===== config.mk =====
export PLATFORM = sky130hd
export DESIGN_NAME = button_debouncer
export DESIGN_NICKNAME = d
export VERILOG_FILES = /design/src/rtl/button_debouncer.sv
export SDC_FILE = /design/constraint.sdc
export NUM_CORES = 1
export LEC_CHECK = 0
export CAP_MARGIN = 20
export CORE_ASPECT_RATIO = 1.2
export CORE_MARGIN = 3
export CORE_UTILIZATION = 50
export DETAILED_ROUTE_END_ITERATION = 12
export PLACE_DENSITY_LB_ADDON = 0.1
export SKIP_LAST_GASP = 1
export SLEW_MARGIN = 0
export SYNTH_ARGS = -nofsm -noshare
export SYNTH_HDL_FRONTEND = slang
export SYNTH_SLANG_ARGS = --single-unit

===== constraint.sdc =====
create_clock -name clk -period 1.6 [get_ports clk]
set_clock_uncertainty 0.2 [all_clocks]
set_input_delay 0.32 -clock clk [delete_from_list [all_inputs] [get_ports clk]]
set_output_delay 0.32 -clock clk [all_outputs]
set_load 0.02 [all_outputs]

===== src/rtl/button_debouncer.sv =====
// Debounces NUM_BTN raw push buttons sampled on a 200 Hz enable strobe and emits
// one-cycle press/release pulses. Define DEBOUNCE_REPEAT_EN to add auto-repeat pulses.
module button_debouncer #(
  parameter int NUM_BTN        = 4,
  parameter int STABLE_SAMPLES = 4,
  parameter int REPEAT_DELAY   = 100,
  parameter int REPEAT_RATE    = 20
) (
  input  logic               clk,
  input  logic               rst,
  input  logic               sample_tick,
  input  logic [NUM_BTN-1:0] btn_raw,
  output logic [NUM_BTN-1:0] btn_state,
  output logic [NUM_BTN-1:0] btn_press,
  output logic [NUM_BTN-1:0] btn_release,
  output logic [NUM_BTN-1:0] btn_repeat,
  output logic               any_pressed
);

  localparam int CNT_W = $clog2(STABLE_SAMPLES) + 1;
  localparam logic [CNT_W-1:0] CNT_MAX = CNT_W'(STABLE_SAMPLES - 1);

  logic [NUM_BTN-1:0] sync1_q, sync2_q;
  logic [NUM_BTN-1:0] state_q, state_d;
  logic [NUM_BTN-1:0] press_q, press_d;
  logic [NUM_BTN-1:0] release_q, release_d;
  logic               any_q, any_d;
  logic [CNT_W-1:0]   cnt_q [NUM_BTN];
  logic [CNT_W-1:0]   cnt_d [NUM_BTN];

  // A change is committed only after STABLE_SAMPLES consecutive disagreeing ticks.
  always_comb begin
    state_d   = state_q;
    press_d   = '0;
    release_d = '0;
    for (int i = 0; i < NUM_BTN; i++) begin
      cnt_d[i] = cnt_q[i];
      if (sample_tick) begin
        if (sync2_q[i] != state_q[i]) begin
          if (cnt_q[i] == CNT_MAX) begin
            state_d[i]   = sync2_q[i];
            cnt_d[i]     = '0;
            press_d[i]   = sync2_q[i];
            release_d[i] = ~sync2_q[i];
          end else begin
            cnt_d[i] = cnt_q[i] + 1'b1;
          end
        end else begin
          cnt_d[i] = '0;
        end
      end
    end
    any_d = |state_d;
  end

  // NOTE: every flop, including the counter array, is reset so a button held
  // through reset is re-qualified from scratch; state uses <= so all flops
  // update from the same pre-edge values.
  always_ff @(posedge clk) begin
    if (rst) begin
      sync1_q   <= '0;
      sync2_q   <= '0;
      state_q   <= '0;
      press_q   <= '0;
      release_q <= '0;
      any_q     <= 1'b0;
      for (int i = 0; i < NUM_BTN; i++) cnt_q[i] <= '0;
    end else begin
      sync1_q   <= btn_raw;
      sync2_q   <= sync1_q;
      state_q   <= state_d;
      press_q   <= press_d;
      release_q <= release_d;
      any_q     <= any_d;
      for (int i = 0; i < NUM_BTN; i++) cnt_q[i] <= cnt_d[i];
    end
  end

`ifdef DEBOUNCE_REPEAT_EN
  localparam int RMAX   = (REPEAT_DELAY > REPEAT_RATE) ? REPEAT_DELAY : REPEAT_RATE;
  localparam int RCNT_W = $clog2(RMAX) + 1;

  logic [RCNT_W-1:0]  rcnt_q [NUM_BTN];
  logic [RCNT_W-1:0]  rcnt_d [NUM_BTN];
  logic [NUM_BTN-1:0] later_q, later_d;   // 0: waiting for first repeat, 1: steady rate
  logic [NUM_BTN-1:0] repeat_q, repeat_d;

  always_comb begin
    logic [RCNT_W-1:0] rcnt_inc;
    rcnt_inc = '0;
    later_d  = later_q;
    repeat_d = '0;
    for (int i = 0; i < NUM_BTN; i++) begin
      rcnt_d[i] = rcnt_q[i];
      if (sample_tick) begin
        if (press_d[i] || release_d[i]) begin
          rcnt_d[i]  = '0;
          later_d[i] = 1'b0;
        end else if (state_q[i]) begin
          rcnt_inc = rcnt_q[i] + 1'b1;
          if (rcnt_inc == (later_q[i] ? RCNT_W'(REPEAT_RATE) : RCNT_W'(REPEAT_DELAY))) begin
            repeat_d[i] = 1'b1;
            rcnt_d[i]   = '0;
            later_d[i]  = 1'b1;
          end else begin
            rcnt_d[i] = rcnt_inc;
          end
        end
      end
    end
  end

  always_ff @(posedge clk) begin
    if (rst) begin
      later_q  <= '0;
      repeat_q <= '0;
      for (int i = 0; i < NUM_BTN; i++) rcnt_q[i] <= '0;
    end else begin
      later_q  <= later_d;
      repeat_q <= repeat_d;
      for (int i = 0; i < NUM_BTN; i++) rcnt_q[i] <= rcnt_d[i];
    end
  end

  assign btn_repeat = repeat_q;
`else
  assign btn_repeat = '0;
`endif

  assign btn_state   = state_q;
  assign btn_press   = press_q;
  assign btn_release = release_q;
  assign any_pressed = any_q;

endmodule


==> results of run 1 <==
[layer usage]
layer | wire (um) | vias up
met5 | 0 | -
met4 | 27 | 0
met3 | 96 | 2
met2 | 1110 | 16
met1 | 976 | 417
li1 | - | 482
[per-stage QoR]
stage / hold slack [ns] / TNS, ns / setup WS, ns / util
6_report: 0.252 / 0 / 0.0723 / 0.696
5_1_grt: 0.266 / 0 / 0.00882 / 0.696
4_1_cts: 0.255 / 0 / 0.0473 / 0.696
3_5_place_dp: 0.232 / -1.00 / -0.189 / 0.667
3_3_place_gp: 0.221 / -0.586 / -0.158 / 0.667
2_1_floorplan: 0.214 / 0 / 0.320 / -
[state kept, by name, summed over array words and instances (netlist names)]
| register | cells |
|---|---|
| sync2_q | 4 |
| btn_release | 4 |
| btn_state | 4 |
| any_pressed | 1 |
| btn_press | 4 |
| cnt_q | 12 |
| sync1_q | 4 |
[cells by family after synthesis]
logic type               count (synthesis)  share of synthesized area
AND/OR/NAND/NOR                         53                      0.277
flip-flops                              33                      0.518
AO/OA/AOI/OAI                           13                     0.0539
buffers and inverters                   12                     0.0500
adder cells (fa/ha/maj)                  4                     0.0392
XOR/XNOR                                 4                     0.0274
multiplexers                             4                     0.0314
other                                    1                    0.00294
[worst paths after layout]
path | start | endpoint | slack [ns] | cells after the start
worst min register to register | sync1_q[2] | sync2_q[2] | 0.25 | 1
worst max-delay path | btn_state[1] | btn_state[1] | 0.07 | 1
worst min-delay path | sync1_q[2] | sync2_q[2] | 0.25 | 1
worst max register to register | cnt_q[1][0] | any_pressed | 0.22 | 4
[report_power, final]
group	internal, W	total (W)	switching [W]	leakage, nW
sequential	0.000833	0.000840	0.00000756	0.268
combinational	0.0000446	0.0000868	0.0000422	0.417
clock	0.000373	0.000637	0.000263	0.0455
[synth_stat cells, drive strengths merged]
cell    count  area [um2]
xor2        4        35.0
nand2b     21         139
conb        1        3.75
nand4b      4        35.0
buf         6        40.0
clkbuf      3        12.5
nand4       2        12.5
mux2i       4        40.0
nor2b       8        50.1
a41oi       1        8.76
ha          4        50.1
nand3       2        10.0
nand3b      4        30.0
nor2        4        15.0
nor4b       5        43.8
nor4        3        18.8
a21oi      12        60.1
dfxtp      33         661
inv         3        11.3
[cells in the final DEF, fill, tap and decap left out, types with 2 or more instances in the layout]
cell type         n
dfxtp_1          33
nand2b_1         20
buf_4            14
dlygate4sd2_1    13
a21oi_1          12
nor2b_1           8
clkdlybuf4s50_1   6
nor4b_1           5
clkbuf_4          5
xor2_1            4
nand4b_1          4
nand3b_1          4
mux2i_1           4
nor2_1            4
ha_1              4
conb_1            4
inv_1             3
nor4_1            3
nand4_1           2
nand3_1           2
[layout make-up]
cell class              count  area [um2]  share of cell area
repair buffers             33         279               0.170
multi-input cells          82         563               0.344
clock inverters             1        30.0              0.0183
inverters                   3        11.3             0.00688
clock buffers               7        55.1              0.0336
well taps                  31        38.8              0.0237
flip-flops and latches     33         661               0.403
==> reports/metrics.cfg, run 1 <==
[place]
dpl_cell_area_um2=1570
place_inst=182
io_buffers=19
hpwlAfterDp_mm=1.61
gp_congestion=0.757

[synth]
syn-mean-instance-area_um2=10.3
ys_warn_count=0
ys_seq_area_frac=0.518
syn_inst=124
synthesis.area_um2=1280
ys_types=22
ys_seq_elements=33

[global_route]
grtUsageMet1=0.194
grt_overflow_total=0
grt_pass1_vias=953
use_met2=0.284
use_met3=0.0460
antenna_found_initial=0
grt_start_max_net_pins=18
busiest_layer=met2
grt_pass1_wl_mm=3.95
track_usage=0.170

[die]
dieArea_um2=3200
pin_count=24
dieHeight_um=61.3
core_area_um2=2350
rows=19
start_util=0.542
die_x_um=52.1

[timing]
layout_min_cycle_time_ns=1.53
finalSetupViolations=0
grt_setup_unrepaired=false
fmax_mhz=655
finalCritPeriodShare=0.955
finalMaxSlewViolations=0
hold_viol_final=0

[critical_path]
crit_arrival_ns=1.01
critPathLaunchType=flip-flop
endpoint_kind=output port
cpLargestDelayFamily=flip-flops
criticalPathCategory=reg2out
slowest_stage=dfxtp_1
cp_max_fo=2
cpPeakStageDelay_ns=0.35
critPathRequiredTime_ns=1.08
crit_buf_inv=1
crit_chain=dlygate4sd2_1

[drt]
drc_errors=0
drtPass1Iterations=5
vias=917
vias_per_cell=4.83
wirelength_mm=2.21
wire_per_inst_um=11.6
antenna_left=0
first_iter_violations=12

[flow_run]
cap_violations=0

[finish]
fin_nets=169
syn_to_final_growth_pct=28.3
final_cells=190
diodes=0
drive_above_1_share=0.138
fin_area_um2=1640
n_fill_cell=191

[cts]
h-tree-depth=2
clkTransAtPathRegs_ns=0.10
cts_hold_buffers=0
clkSinkCount=33
cts_buffer_depth=2
cts_inserted_buffers=5
clock_latency_ns=0.32
post_cts_buffers=0
cts-root-buf=clkbuf_4
cts_tree=done
ctsResizeCount=13

[power_and_ir_drop]
ir_drop_mv=0.879
p_total_w=0.00156
power.leakage_nw=0.730
p_per_area_nw_per_um2=955

[outcome]
status=finished clean

[worst_hold_path]
hold_path_class=reg2reg

Power figures use the tool's default switching activity.
==> run 2, diff against run 1 <==
==> constraint.sdc (replaced) <==
create_clock -name clk -period 1.7 [get_ports clk]
set_clock_uncertainty 0.2 [all_clocks]
set_input_delay 0.34 -clock clk [delete_from_list [all_inputs] [get_ports clk]]
set_output_delay 0.34 -clock clk [all_outputs]
set_load 0.02 [all_outputs]
==> run 2 against run 1 <==
Critical path depth did not move. Utilization fell by 1.4 points. Flip-flop and latch count did not move. Sequential power fell by 5.8%. Sequential share of layout area rose by 0.82 points. Non-clock buffer count fell by 4. First-iteration DRC count rose by 33%. Count of clock-buffer cells in the layout did not move. Die area did not move. Clock power fell by 24%. Total power fell by 13%. Critical endpoint is now btn_state[0].
==> reports/metrics.cfg, run 2 (synthesis gave the netlist of run 1 again) <==
[critical_path]
crit_buf_inv=1
cpPeakStageDelay_ns=0.41
criticalPathCategory=reg2out
rrSetupSlack_ns=0.30
r2r_cells=4
crit_chain=dlygate4sd2_1
r2r_start=cnt_q[1][0]
crit_arrival_ns=1.09
endpoint_kind=output port
critPathLaunchType=flip-flop
cp_max_fo=5
slowest_stage=dfxtp_1
critPathRequiredTime_ns=1.16
cpLargestDelayFamily=flip-flops
r2r-end=any_pressed

[drt]
drtPass1Iterations=4
vias=943
wirelength_mm=2.22
drc_errors=0
antenna_left=0
vias_per_cell=5.07
first_iter_violations=16
wire_per_inst_um=11.9

[global_route]
grt_start_max_net_pins=20
grt_pass1_vias=931
grt_overflow_total=0
grt_pass1_wl_mm=3.95
antenna_found_initial=0
track_usage=0.171

[finish]
layout_commonest_cell=dfxtp_1
fin_nets=165
fin_area_um2=1610
mostFrequentLayoutCells=dfxtp_1 (33), nand2b_1 (20), dlygate4sd2_1 (13)
largest_reg_flops=12
syn_to_final_growth_pct=25.8
final_util=0.682
regArea_um2=661
regMostFlops=cnt_q
diodes=0
drive_above_1_share=0.123
n_fill_cell=194
multi_input_area_um2=563

[place]
io_buffers=19
hpwlAfterDp_mm=1.64
dpl_cell_area_um2=1550
gp_congestion=0.771

[cts]
cts_hold_buffers=0
cts-root-buf=clkbuf_4
cts_buffer_depth=2
cts_tree=done
clock_latency_ns=0.32
clkSinkCount=33
cts_inserted_buffers=5
clkTransAtPathRegs_ns=0.10
h-tree-depth=2

[die]
dieHeight_um=61.3
core_area_um2=2350
start_util=0.542
dieArea_um2=3200
pin_count=24
die_x_um=52.1
rows=19

[power_and_ir_drop]
pwr-share-comb=0.059
ir_drop_mv=0.863
clkPwrFrac=0.357
sw_frac_of_total=0.215
p_total_w=0.00136
p_per_area_nw_per_um2=844
power.leakage_nw=0.711
seq_power_share=0.583
switching_power_w=0.000291
p_int_w=0.00106

[timing]
finalSetupViolations=0
finalCritPeriodShare=0.961
fmax_mhz=612
finalMaxSlewViolations=0
tns_ns=0
hold_viol_final=0
layout_min_cycle_time_ns=1.63
grt_setup_unrepaired=false

[worst_hold_path]
whs_endpoint=sync2_q[0]
hold_path_class=reg2reg
holdCritStartpoint=sync1_q[0]
hold_depth=1

[flow_run]
cap_violations=0

[outcome]
status=finished clean

==> run 2: cell types whose count changed in the layout (fill, tap and decap cells not counted), sizes merged <==
cell and delta:
bufinv -1, buf -4, clkinv +1
==> run 2: timing repair <==
item,in CTS,in global routing
endpoints found under the setup margin,13,0
buffers inserted,0,0
resized for setup,13,0
==> run 2: power by group through the flow <==
stage                     combinational (W)  clock [W]  sequential [W]
final                             0.0000803   0.000484        0.000791
after global routing              0.0000885   0.000539        0.000793
after CTS                         0.0000804   0.000507        0.000791
after detailed placement          0.0000800          0        0.000809
after global placement            0.0000777          0        0.000808
after floorplan                   0.0000530          0        0.000807
==> run 2: metrics by stage <==
| step | hold WS, ns | setup WS [ns] | instances |
|---|---|---|---|
| after floorplan | 0.214 | 0.420 | 127 |
| after global placement | 0.220 | -0.0842 | 178 |
| after detailed placement | 0.228 | -0.135 | 178 |
| after CTS | 0.252 | 0.0470 | 186 |
| after global routing | 0.266 | 0.0248 | 186 |
| final | 0.245 | 0.0657 | 186 |
==> run 2: worst max path at each step <==
stage	start	endpoint	slack, ns	cells after the start
floorplan	cnt_q[1][0]	any_pressed	0.42	4
global placement	sample_tick	any_pressed	-0.08	5
detailed placement	sample_tick	btn_press[1]	-0.13	5
CTS	btn_state[0]	btn_state[0]	0.05	1
global route	btn_state[0]	btn_state[0]	0.02	1
finish	btn_state[0]	btn_state[0]	0.07	1
==> run 2: area by class of cell <==
cell class / count / share of cell area
timing repair buffer: 29 / 0.163
multi-input combinational: 82 / 0.351
clock buffer: 7 / 0.0405
inverter: 3 / 0.00701
clock inverter: 1 / 0.00312
sequential: 33 / 0.412
tap: 31 / 0.0242
==> run 2: per-layer routing <==
layer / routed length, um / up-vias / GRT usage
met2: 1130 / 14 / 0.294
met4: 44 / 0 / 0.0787
li1: - / 478 / -
met5: 0 / - / 0
met1: 951 / 446 / 0.181
met3: 88 / 5 / 0.0751
